### config.mk
export PLATFORM = sky130hd
export DESIGN_NAME = stream_rr_arbiter
export DESIGN_NICKNAME = d
export VERILOG_FILES = /design/src/rtl/arb_pkg.sv /design/src/rtl/rr_pick.sv /design/src/rtl/stream_rr_arbiter.sv
export SDC_FILE = /design/constraint.sdc
export NUM_CORES = 1
export LEC_CHECK = 0
export BUFFER_PORTS_ARGS = -buffer_cell sky130_fd_sc_hd__buf_2
export CORE_MARGIN = 1
export CORE_UTILIZATION = 43
export DETAILED_ROUTE_END_ITERATION = 8
export PLACE_DENSITY = 0.81
export SLEW_MARGIN = 40
export SYNTH_ARGS = -nofsm -noshare
export SYNTH_HDL_FRONTEND = slang
export SYNTH_SLANG_ARGS = --single-unit
### constraint.sdc
create_clock -name clk -period 2.2 [get_ports clk]
set_clock_uncertainty 0.15 [all_clocks]
set_input_delay 0.33 -clock clk [delete_from_list [all_inputs] [get_ports clk]]
set_output_delay 0.33 -clock clk [all_outputs]
set_load 0.03 [all_outputs]
### src/rtl/arb_pkg.sv
// arb_pkg: shared FSM state type, counter widths and clog2 helper for the stream arbiter
package arb_pkg;
  typedef enum logic [1:0] {IDLE, ACK, SEND} state_t;
  localparam int ARB_CNT_W = 8;
  localparam int ARB_WDOG_W = 16;
  function automatic int clog2(input int v);
    int r;
    r = 0;
    while ((1 << r) < v) r++;
    return r;
  endfunction
endpackage

### src/rtl/rr_pick.sv
// rr_pick: rotating priority encoder, first request after last with wrap
module rr_pick import arb_pkg::*; #(
  parameter int N = 4,
  localparam int IW = clog2(N)
) (
  input  logic [N-1:0]  req,
  input  logic [IW-1:0] last,
  output logic          valid,
  output logic [IW-1:0] idx
);
  logic [IW-1:0] j;
  // walk offsets from farthest to nearest so the nearest request after last wins
  always_comb begin
    valid = |req;
    idx = '0;
    j = '0;
    for (int k = N; k >= 1; k--) begin
      j = IW'((int'(last) + k) % N);
      if (req[j]) idx = j;
    end
  end
endmodule

### src/rtl/stream_rr_arbiter.sv
// stream_rr_arbiter: round-robin merge of N stb/ack streams onto one registered output stream
// ARB_WATCHDOG_EN builds a sticky stall watchdog on out_ack driving exception
module stream_rr_arbiter import arb_pkg::*; #(
  parameter int N_INPUTS = 4,
  parameter int WIDTH = 32,
  parameter int BURST = 1,
  parameter int TIMEOUT = 1024,
  localparam int IW = clog2(N_INPUTS)
) (
  input  logic                      clk,
  input  logic                      rst,
  output logic                      exception,
  input  logic [N_INPUTS*WIDTH-1:0] in_data,
  input  logic [N_INPUTS-1:0]       in_stb,
  output logic [N_INPUTS-1:0]       in_ack,
  output logic [WIDTH-1:0]          out_data,
  output logic                      out_stb,
  input  logic                      out_ack,
  output logic [IW-1:0]             grant
);
  state_t state_q, state_d;
  logic [IW-1:0] grant_q, grant_d, last_q, last_d, pick_idx;
  logic [ARB_CNT_W-1:0] cnt_q, cnt_d, cnt_inc;
  logic [WIDTH-1:0] data_q, data_d;
  logic [WIDTH-1:0] src [N_INPUTS];
  logic pick_valid;
  for (genvar i = 0; i < N_INPUTS; i++) begin : g_src
    assign src[i] = in_data[i*WIDTH +: WIDTH];
  end
  rr_pick #(.N(N_INPUTS)) u_pick (
    .req(in_stb),
    .last(last_q),
    .valid(pick_valid),
    .idx(pick_idx)
  );
  assign cnt_inc = cnt_q + ARB_CNT_W'(1);
  assign out_data = data_q;
  assign grant = grant_q;
  always_comb begin
    state_d = state_q;
    grant_d = grant_q;
    last_d = last_q;
    cnt_d = cnt_q;
    data_d = data_q;
    in_ack = '0;
    out_stb = state_q == SEND;
    if (state_q == ACK) in_ack[grant_q] = 1'b1;
    case (state_q)
      IDLE: if (pick_valid) begin
        grant_d = pick_idx;
        cnt_d = '0;
        state_d = ACK;
      end
      ACK: begin
        state_d = in_stb[grant_q] ? SEND : IDLE;
        data_d = in_stb[grant_q] ? src[grant_q] : data_q;
      end
      SEND: if (out_ack) begin
        cnt_d = cnt_inc;
        state_d = (cnt_inc < ARB_CNT_W'(BURST) && in_stb[grant_q]) ? ACK : IDLE;
        last_d = (state_d == IDLE) ? grant_q : last_q;
      end
      default: state_d = IDLE;
    endcase
  end
  always_ff @(posedge clk) begin
    if (!rst) begin
      state_q <= IDLE;
      grant_q <= '0;
      last_q <= IW'(N_INPUTS - 1);
      cnt_q <= '0;
      data_q <= '0;
    end else begin
      state_q <= state_d;
      grant_q <= grant_d;
      last_q <= last_d;
      cnt_q <= cnt_d;
      data_q <= data_d;
    end
  end
`ifdef ARB_WATCHDOG_EN
  logic [ARB_WDOG_W-1:0] wdog_q, wdog_d;
  logic exc_q, exc_d;
  // saturate at TIMEOUT so a long stall never wraps the counter
  always_comb begin
    wdog_d = (state_q == SEND && !out_ack) ?
             ((wdog_q == ARB_WDOG_W'(TIMEOUT)) ? wdog_q : wdog_q + ARB_WDOG_W'(1)) : '0;
    exc_d = exc_q | (wdog_d == ARB_WDOG_W'(TIMEOUT));
  end
  always_ff @(posedge clk) begin
    if (!rst) begin
      wdog_q <= '0;
      exc_q <= 1'b0;
    end else begin
      wdog_q <= wdog_d;
      exc_q <= exc_d;
    end
  end
  assign exception = exc_q;
`else
  assign exception = 1'b0;
`endif
endmodule

**Yosys cells after proc, flatten, opt, wreduce, memory -nomap -nowiden**

Cells that the tools add are included.

- $add $sub $neg: 5
- Magnitude comparators: 8
- Eq/ne operators: 4
- Mux-type cells: 28
- Bitwise logic cells: 1
- Reduce and logical (&&, ||, !) cells: 11

Operators with widths:

| operator | count |
|---|---|
| $bmux 32 s2 | 1 |
| $mux 32 | 2 |
| $mux 8 | 2 |
| $pmux 8 s2 | 1 |
| $lt 2x3->1 const B | 5 |
| $mux 2 | 7 |
| $bmux 1 s2 | 5 |
| $add 8x1->8 const B | 1 |
| $lt 8x1->1 const B | 1 |
| $mux 1 | 7 |
| $pmux 2 s3 | 1 |
| $reduce_and 2->1 | 3 |
| $reduce_and 3->1 | 2 |
| $add 2x1->2 const B | 2 |
| $add 2x2->2 const B | 2 |
| $logic_not 2->1 | 2 |
| $mux 4 | 1 |
| $reduce_or 4->1 | 1 |
| $ge 3x3->1 const B | 1 |
| $not 2->3 | 1 |
| $demux 1 s2 | 1 |
| $eq 2x1->1 const B | 1 |
| $eq 2x2->1 const B | 1 |
| $ge 2x1->1 const B | 1 |
| other kinds (4) | 5 |

- Flip-flop bits (word level): 46
- Bits of input ports: 135
- Logic and storage cells: 62

**Longest topological paths before layout**

Gate-level depths: netlist of the first run.

- Depth in word-level cells: 7
- Depth in mapped cells: 7

**Hierarchy**

A second synthesis of the first run with hierarchy kept.

- Cells, all modules: 301
- Area total of the unflattened synthesis: 2,869.0 um^2

Modules (own cells, without submodules):

| module | instances | cells an instance | area an instance (um^2) | sequential area each (um^2) |
|---|---|---|---|---|
| stream_rr_arbiter | 1 | 287 | 2,777.7 | 920.9 |
| rr_pick | 1 | 14 | 91.3 | 0.0 |

**Worst setup path after synthesis of the first run**

OpenSTA, ideal clock, no wires.

- Kind: reg-to-output
- Start point: register grant_q[1], in the netlist grant[1]
- End point: output in_ack[0]
- Data arrival time: 1.588 ns
- Data required time: 1.720 ns
- Setup slack: 0.132 ns
- Cell stages (with the launch flop): 4
- Path buffers: 2
- Cell sequence: dfxtp_1 buf_4 clkbuf_1 nor3b_1

- Word-level cells in the longest chain between the ends: 5

RTL lines:

| element | RTL line | RTL |
|---|---|---|
| start, declared | stream_rr_arbiter.sv:22 | `logic [IW-1:0] grant_q, grant_d, last_q, last_d, pick_idx;` |
| start signal, assigned | stream_rr_arbiter.sv:75 | `grant_q <= grant_d;` |
| $lt 2x3->1 (implied by the code) / $ge 2x1->1 (equally long branches) | stream_rr_arbiter.sv:47 | `if (state_q == ACK) in_ack[grant_q] = 1'b1;` |
| $logic_and 1x1->1 (implied by the code) | stream_rr_arbiter.sv:47 |  |
| $mux 1 (implied by the code) | stream_rr_arbiter.sv:47 |  |
| $demux 1 s2 * | stream_rr_arbiter.sv:47 |  |
| $mux 4 * | stream_rr_arbiter.sv:47 |  |
| end, declared | stream_rr_arbiter.sv:15 | `output logic [N_INPUTS-1:0] in_ack,` |

Mark *: on every way between the ends. The rest lies on a longest branch, timed or not.

**Worst setup path in the final report of the first run**

- Start point: register cnt_q[0]
- End point: register last_q[1]

- Word-level cells in the longest chain between the ends: 6

RTL lines:

| element | RTL line | RTL |
|---|---|---|
| start, declared | stream_rr_arbiter.sv:23 | `logic [ARB_CNT_W-1:0] cnt_q, cnt_d, cnt_inc;` |
| start signal, assigned | stream_rr_arbiter.sv:77 | `cnt_q <= cnt_d;` |
| $add 8x1->8 | stream_rr_arbiter.sv:36 | `assign cnt_inc = cnt_q + ARB_CNT_W'(1);` |
| $lt 8x1->1 | stream_rr_arbiter.sv:60 | `state_d = (cnt_inc < ARB_CNT_W'(BURST) && in_stb[grant_q]) ? ACK : IDLE;` |
| $logic_and 1x1->1 | stream_rr_arbiter.sv:60 |  |
| $mux 1 | stream_rr_arbiter.sv:60 |  |
| $logic_not 2->1 | stream_rr_arbiter.sv:61 | `last_d = (state_d == IDLE) ? grant_q : last_q;` |
| $reduce_and 3->1 (no line) | - |  |
| end signal, assigned | stream_rr_arbiter.sv:70 | `last_q <= IW'(N_INPUTS - 1);` |
| end signal, assigned | stream_rr_arbiter.sv:76 | `last_q <= last_d;` |
| end, declared | stream_rr_arbiter.sv:22 |  |

Every way passes these cells.
A chain may end at the register's enable or synchronous reset.

==> flow_summary.ini, run 1 <==
[setup_path]
cp_slowest_cell = dfxtp_1
path_common_cell = mux2i_1
r2r_start = cnt_q[0]$_SDFFE_PN0P_
cp-end-kind = flip-flop
cp_data_arrival_time_ns = 2.07
crit_path_max_incr_delay_ns = 0.44
critical_path_class = reg2reg
path_max_fanout = 7
required_ns = 2.27
cp_cell_sequence = ha_1 > nand4_1 > mux2i_1 > o22ai_1 > a21oi_1 > mux2i_1
startpoint = cnt_q[0]$_SDFFE_PN0P_
worstSetupStartpointType = flip-flop

[timing]
setup_tns_ns = 0
hold-worst-slack_ns = 0.1533
rsz0062_at_grt = false
min_period_ns = 1.995
max_freq_mhz = 501.2
slew_viol_final = 0
hold_viol_final = 0
setup_slack_ns = 0.2048
period_share_pct = 90.69
setup_violations = 0

[final_layout]
antenna_cells = 0
area_delta_synth_final_pct = 36.49
fin_cells = 534
final_nets = 596
fill_cells = 552
post-route-util_pct = 61.90
final_common_cell = buf_2
finalInstanceArea_um2 = 3730
drive_above_1_share_pct = 49.67
mostFrequentLayoutCells = buf_2 (173), nand2_1 (69), dfxtp_1 (44), a21oi_1 (43), mux4_2 (33)

[clock_tree]
clk_latency_ns = 0.29
h-tree-depth = 2
cts_root_buf = clkbuf_8
path_clk_slew_ns = 0.08
numClockSinks = 46
post_cts_resize_count = 0
numCtsBuffers = 5
cts_tree = built
clockBufferDepth = 2
cts_setup_buffers = 0
ctsHoldBuffers = 0

[routing]
drt-initial-drc-count = 164
vias_per_cell = 5.371
vias = 2868
wl_mm = 8.155
wire_per_inst_um = 15.27
route.detailed.drc = 0
firstDrtPassIters = 4
drtAntennaViolNets = 0

[synth]
synth-simple-area-share_pct = 18.50
synth_cells = 291
synth.avg_cell_area_um2 = 9.390
synth_fp_nets = 428
synth_area_leaders = dfxtp_1 (34%), mux4_2 (27%), nand2_1 (9.5%)
synth_compound_area_share_pct = 12.55
synth_top_family_by_area = multiplexers
synth_area_um2 = 2733
synth-edff-count = 0
synth_top_area_cell = dfxtp_1
ys_warn_count = 0
ys.flop_type = dfxtp_1
synth_top_area_share_pct = 33.70
synth_xor_area_share_pct = 0.6410
synth.area.mux_share_pct = 28.66
synth-adder-area-share_pct = 0.9158
ys_seq_area_share_pct = 33.70
async_flop_share_pct = 0
ys_ff_latch = 46
synth.distinct_cells = 37

[power_and_ir_drop]
power.density_nw_per_um2 = 567.8
power_mw = 2.118
p_leak_nw = 1.691
irDropWorstVdd_v = 0.0002647

[die]
fp.dieW_um = 81.72
die-area_um2 = 6677
die_h_um = 81.72
coreArea_um2 = 6026
io-pin-count = 175
start_util_pct = 45.35
num_rows = 28

[outcome]
status = complete, no violations

[place]
preCtsSetupSlack_ns = 0.3324
port_buffers = 173
placed_area_um2 = 3651
dp.cells = 527
hpwl_mm = 6.494
gp_congestion = 0.8774

[grt]
grt_pass1_wl_mm = 12.63
track_usage_pct = 25.35
grt_start_max_net_pins = 26
antenna_found_initial = 0
grt-ovfl-total = 0
first_global_vias = 2647

[worst_hold_path]
hp-class = in2reg
min_from = rst

[run]
maxCapViolCount = 0
==> where the power goes <==
group | total (mW) | internal [mW] | switching, mW
combinational | 0.711 | 0.337 | 0.374
clock | 0.492 | 0.219 | 0.272
sequential | 0.915 | 0.885 | 0.0301
==> registers in the layout, indices dropped and copies added, names as in the netlist <==
name      cells
out_data     32
cnt_q         8
grant         2
last_q        2
state_q       2
==> area by class of cell <==
| type | instances | area [um^2] | area share (%) |
|---|---|---|---|
| timing repair buffer | 183 | 940.9 | 25.23 |
| inverter | 4 | 15.01 | 0.4025 |
| multi-input combinational | 219 | 1680 | 45.05 |
| tap | 75 | 93.84 | 2.516 |
| sequential | 46 | 923.4 | 24.76 |
| clock buffer | 7 | 76.32 | 2.046 |
==> cell usage after synthesis, drive strengths merged (3+ instances only) <==
master / count
a21oi: 43
a31oi: 4
and2: 5
and3: 3
buf: 14
clkbuf: 8
dfxtp: 46
inv: 4
mux2i: 4
mux4: 33
nand2: 69
nand3b: 4
nor2: 21
o21ai: 7
==> layer usage <==
metal  vias to the layer above  GRT usage [%]  part of all wire (%)
met5                         -              0                     0
met4                         0          10.35                   2.4
met3                        19          4.667                   6.7
met2                       121          46.33                    53
met1                      1347          28.87                    37
li1                       1381              -                     -
==> critical path: cells and delay by family (launching register included) <==
kind / cells / cell delay (ns)
compound gates: 2 / 0.41
fa+ha+maj: 1 / 0.32
simple gates: 1 / 0.15
flops: 1 / 0.44
mux: 2 / 0.44
==> kinds of logic after synthesis <==
group                    after synthesis
AND/OR/NAND/NOR                      115
AO/OA/AOI/OAI                         62
flip-flops                            46
multiplexers                          37
buffers and inverters                 26
adder cells (fa/ha/maj)                2
XOR/XNOR                               2
other                                  1
==> path summary, 6_finish.rpt <==
check | endpoint | slack [ns] | cells after the start
setup / recovery | last_q[1]$_SDFFE_PN1P_ | 0.20 | 6
hold / removal | state_q[1]$_SDFFE_PN0P_ | 0.15 | 2
setup reg to reg | last_q[1]$_SDFFE_PN1P_ | 0.20 | 6
hold reg to reg | out_data[27]$_SDFFE_PN0P_ | 0.30 | 2
(Power assumes the default switching activity.)
==> inputs of run 2 (changes only) <==
- CORE_UTILIZATION: 43 -> 44
- CTS_BUF_LIST: default -> sky130_fd_sc_hd__clkbuf_8
- PLACE_DENSITY: 0.81 -> 0.83
==> run 2 against run 1 <==
  * Power increased by 5.6%
  * Worst setup slack gained 0.051 ns
  * Critical path type is now reg2out
  * Wire length shrank 7.7%
  * Critical path depth is 3 lower
  * Highest routed layer unchanged
  * Critical endpoint is now in_ack[3]
  * Flip-flop and latch count unchanged
  * Clock-buffer cell count is 2 lower
  * Largest cell class unchanged
  * Sequential share of layout area shrank 0.14 points
  * Via count down 0.80%
  * Worst hold slack worse by 0.0058 ns
==> flow_summary.ini, run 2 (same netlist as run 1, synthesis figures left out) <==
[outcome]
status = complete, no violations

[clock_tree]
cts_root_buf = clkbuf_8
cts_tree = built
numCtsBuffers = 5
numClockSinks = 46
ctsHoldBuffers = 0
path_clk_slew_ns = 0.09
cts_setup_buffers = 0
clk_latency_ns = 0.29
post_cts_resize_count = 0
h-tree-depth = 2
clockBufferDepth = 2

[final_layout]
largest_reg_flops = 32
antenna_cells = 0
area_delta_synth_final_pct = 37.27
final_common_cell = buf_2
drive_above_1_share_pct = 49.45
mostFrequentLayoutCells = buf_2 (173), nand2_1 (69), dfxtp_1 (44), a21oi_1 (43), mux4_2 (33)
final_nets = 593
post-route-util_pct = 62.98

[die]
start_util_pct = 45.88
fp.dieW_um = 80.81
io-pin-count = 175
die_h_um = 80.81
num_rows = 28
die-area_um2 = 6529
coreArea_um2 = 5956

[grt]
first_global_vias = 2648
grt_pass1_wl_mm = 11.68
grt_start_max_net_pins = 40
grt_use_met1_pct = 27.62
antenna_found_initial = 0
grtUsageMet2_pct = 42.10
use_met3_pct = 3.933
top_usage_layer = met2
grt-ovfl-total = 0
track_usage_pct = 23.31

[setup_path]
critical_path_class = reg2out
required_ns = 1.72
r2r_cells = 6
cp_data_arrival_time_ns = 1.46
r2r_start = cnt_q[0]$_SDFFE_PN0P_
ff2ff_setup_slack_ns = 0.28
path_max_fanout = 39
startpoint = grant[1]$_SDFFE_PN0P_
endpoint = in_ack[3]
worstSetupStartpointType = flip-flop
reg2reg_to = last_q[0]$_SDFFE_PN1P_
cp-end-kind = output pin

[timing]
setup_violations = 0
setup_tns_ns = 0
hold_viol_final = 0
rsz0062_at_grt = false
min_period_ns = 1.944
period_share_pct = 88.37
max_freq_mhz = 514.3
tightest_slew_ns = 0.5268
max-slew-margin-rel_pct = 64.83
slew_viol_final = 0

[power_and_ir_drop]
irDropWorstVdd_v = 0.0004432
p_leak_nw = 1.695
power.density_nw_per_um2 = 596.2

[routing]
wl_mm = 7.523
vias_per_cell = 5.348
vias = 2845
firstDrtPassIters = 4
route.detailed.drc = 0
drtAntennaViolNets = 0
wire_per_inst_um = 14.14
drt-initial-drc-count = 134

[place]
port_buffers = 173
hpwl_mm = 5.905
gp_congestion = 0.8290

[run]
maxCapViolCount = 0

[worst_hold_path]
hp-class = in2reg
[run 2: final cells by class]
| type | instances | area, um^2 |
|---|---|---|
| timing repair buffer | 180 | 930.9 |
| tap | 75 | 93.84 |
| multi-input combinational | 219 | 1678 |
| clock inverter | 3 | 41.29 |
| sequential | 46 | 923.4 |
| inverter | 4 | 15.01 |
| clock buffer | 5 | 68.82 |
| fill | 511 | 2205 |
[run 2: worst min path at each step]
stage	startpoint	to	slack [ns]	cells after the start
2_1_floorplan	cnt_q[7]$_SDFFE_PN0P_	cnt_q[7]$_SDFFE_PN0P_	0.30	1
3_3_place_gp	out_data[24]$_SDFFE_PN0P_	out_data[24]$_SDFFE_PN0P_	0.29	2
3_5_place_dp	out_data[28]$_SDFFE_PN0P_	out_data[28]$_SDFFE_PN0P_	0.30	2
4_1_cts	rst	state_q[1]$_SDFFE_PN0P_	0.14	2
5_1_grt	rst	state_q[1]$_SDFFE_PN0P_	0.14	2
6_report	rst	state_q[1]$_SDFFE_PN0P_	0.15	2
[run 2: per-stage QoR]
stage | total power, mW | setup slack [ns] | hold slack (ns) | std cells | area [um^2]
finish | 2.236 | 0.2558 | 0.1475 | 532 | 3751
global route | 2.368 | 0.08460 | 0.1379 | 532 | 3751
CTS | 2.267 | 0.2146 | 0.1422 | 532 | 3751
detailed placement | 1.647 | 0.3037 | 0.2956 | 524 | 3641
global placement | 1.624 | 0.3470 | 0.2893 | 524 | 3641
floorplan | 1.412 | 0.1315 | 0.2961 | 291 | 2733
[run 2: power breakdown]
part,internal [mW],switching (mW),total [mW]
registers,0.885,0.0295,0.915
clock network,0.334,0.281,0.615
logic,0.336,0.371,0.706
total,1.56,0.681,2.24
[run 2: layer usage]
metal / vias to the layer above / routed length (um)
li1: 1378 / -
met2: 118 / 4033
met3: 12 / 427
met1: 1337 / 2945
met4: 0 / 116
met5: - / 0
[run 2: worst max-delay path: stages, from the launching register on]
cell and delay [ns]:
dfxtp_2 0.34, buf_4 0.41, and3_1 0.22, buf_2 0.19
==> inputs of run 3 (changes only) <==
- CORE_UTILIZATION: 44 -> 47
- PLACE_DENSITY: 0.83 -> 0.88
- clock period: 2.2 -> 2.4 ns (I/O delays scaled with it)
==> run 3 against run 2 <==
  * Sequential power decreased by 8.3%
  * Flip-flop and latch count unchanged
  * Critical path depth unchanged
  * Combinational power decreased by 8.5%
  * Sequential share of layout area increased by 0.24 points
  * Non-clock buffer count increased by 1
  * Clock power decreased by 25%
  * Wire length increased by 5.2%
  * Final cell count decreased by 0.75%
  * Final area decreased by 0.97%
==> flow_summary.ini, run 3 (same netlist as run 1, synthesis figures left out) <==
[routing]
wire_per_inst_um = 14.98
wl_mm = 7.912
drtAntennaViolNets = 0
drt-initial-drc-count = 108
vias = 2880
firstDrtPassIters = 4
vias_per_cell = 5.455
route.detailed.drc = 0

[final_layout]
largest_reg_flops = 32
final_nets = 594
ff_latch_area_um2 = 923.4
antenna_cells = 0
multi_input_area_um2 = 1678
fill_cells = 498
drive_above_1_share_pct = 49.56
mostFrequentLayoutCells = buf_2 (173), nand2_1 (69), dfxtp_1 (44), a21oi_1 (43), mux4_2 (33)
area_delta_synth_final_pct = 35.94
final_common_cell = buf_2

[timing]
min_period_ns = 2.020
setup_violations = 0
hold_viol_final = 0
slew_viol_final = 0
rsz0062_at_grt = false
period_share_pct = 84.17
max_freq_mhz = 495.0
setup_tns_ns = 0
tightest_slew_ns = 0.7576
max-slew-margin-rel_pct = 49.42

[clock_tree]
h-tree-depth = 2
post_cts_resize_count = 0
cts_setup_buffers = 0
path_clk_slew_ns = 0.08
clockBufferDepth = 2
numCtsBuffers = 5
cts_tree = built
clk_latency_ns = 0.29
cts_root_buf = clkbuf_8
ctsHoldBuffers = 0
numClockSinks = 46

[die]
num_rows = 27
fp.dieW_um = 78.25
start_util_pct = 49.32
die_h_um = 78.25
io-pin-count = 175
coreArea_um2 = 5540
die-area_um2 = 6123

[power_and_ir_drop]
power_mw = 1.944
power.density_nw_per_um2 = 523.4
p_leak_nw = 1.686
irDropWorstVdd_v = 0.0003204

[setup_path]
cp_data_arrival_time_ns = 1.51
cp-end-kind = output pin
path_max_fanout = 6
critical_path_class = reg2out
worstSetupStartpointType = flip-flop
required_ns = 1.89

[grt]
grt-ovfl-total = 0
first_global_vias = 2862
antenna_found_initial = 0
grt_start_max_net_pins = 46
grt_pass1_wl_mm = 12.63
track_usage_pct = 26.46

[place]
port_buffers = 173
gp_congestion = 0.9318
hpwl_mm = 6.298

[outcome]
status = complete, no violations

[run]
maxCapViolCount = 0

[worst_hold_path]
hp-class = in2reg
-- run 3: worst paths after layout --
kind / from / to / slack [ns] / cells past startpoint
min: rst / state_q[1]$_SDFFE_PN0P_ / 0.20 / 2
max: state_q[0]$_SDFFE_PN0P_ / in_ack[0] / 0.38 / 3
min reg2reg: out_data[5]$_SDFFE_PN0P_ / out_data[5]$_SDFFE_PN0P_ / 0.30 / 2
max reg2reg: cnt_q[0]$_SDFFE_PN0P_ / last_q[1]$_SDFFE_PN1P_ / 0.50 / 6
-- run 3: routing by layer --
metal	share of wire [%]	track usage (%)	routed length (um)	up-vias
met2	56	50.88	4398	131
met1	35	27.59	2763	1350
li1	-	-	-	1379
met5	0	0	0	-
met4	2.6	10.37	204	0
met3	6.9	5.814	545	20
-- run 3: area by class of cell --
class | instances | area share [%]
timing repair buffer | 181 | 24.92
tap | 72 | 2.425
inverter | 4 | 0.4042
multi-input combinational | 219 | 45.17
clock buffer | 6 | 2.223
sequential | 46 | 24.86
-- run 3: critical path, stage by stage (launching register included) --
cell and delay, ns:
dfxtp_1 0.40, nor2b_1 0.38, nor3b_1 0.22, buf_2 0.22
-- run 3: report_power, final --
group          internal [mW]  switching (mW)  leakage (nW)
Sequential             0.811          0.0273         0.375
Clock                  0.222           0.237        0.0431
Combinational          0.306           0.340          1.27
Total                   1.34           0.605          1.69
-- run 3: stage by stage --
step	std cells	util (%)	area, um^2	setup slack [ns]	hold slack (ns)
floorplan	291	-	2733	0.3015	0.2961
global placement	522	65.56	3632	0.5821	0.2893
detailed placement	522	65.56	3632	0.5156	0.2930
CTS	528	67.05	3715	0.3830	0.1966
global route	528	67.05	3715	0.2111	0.1995
finish	528	67.05	3715	0.3799	0.2038
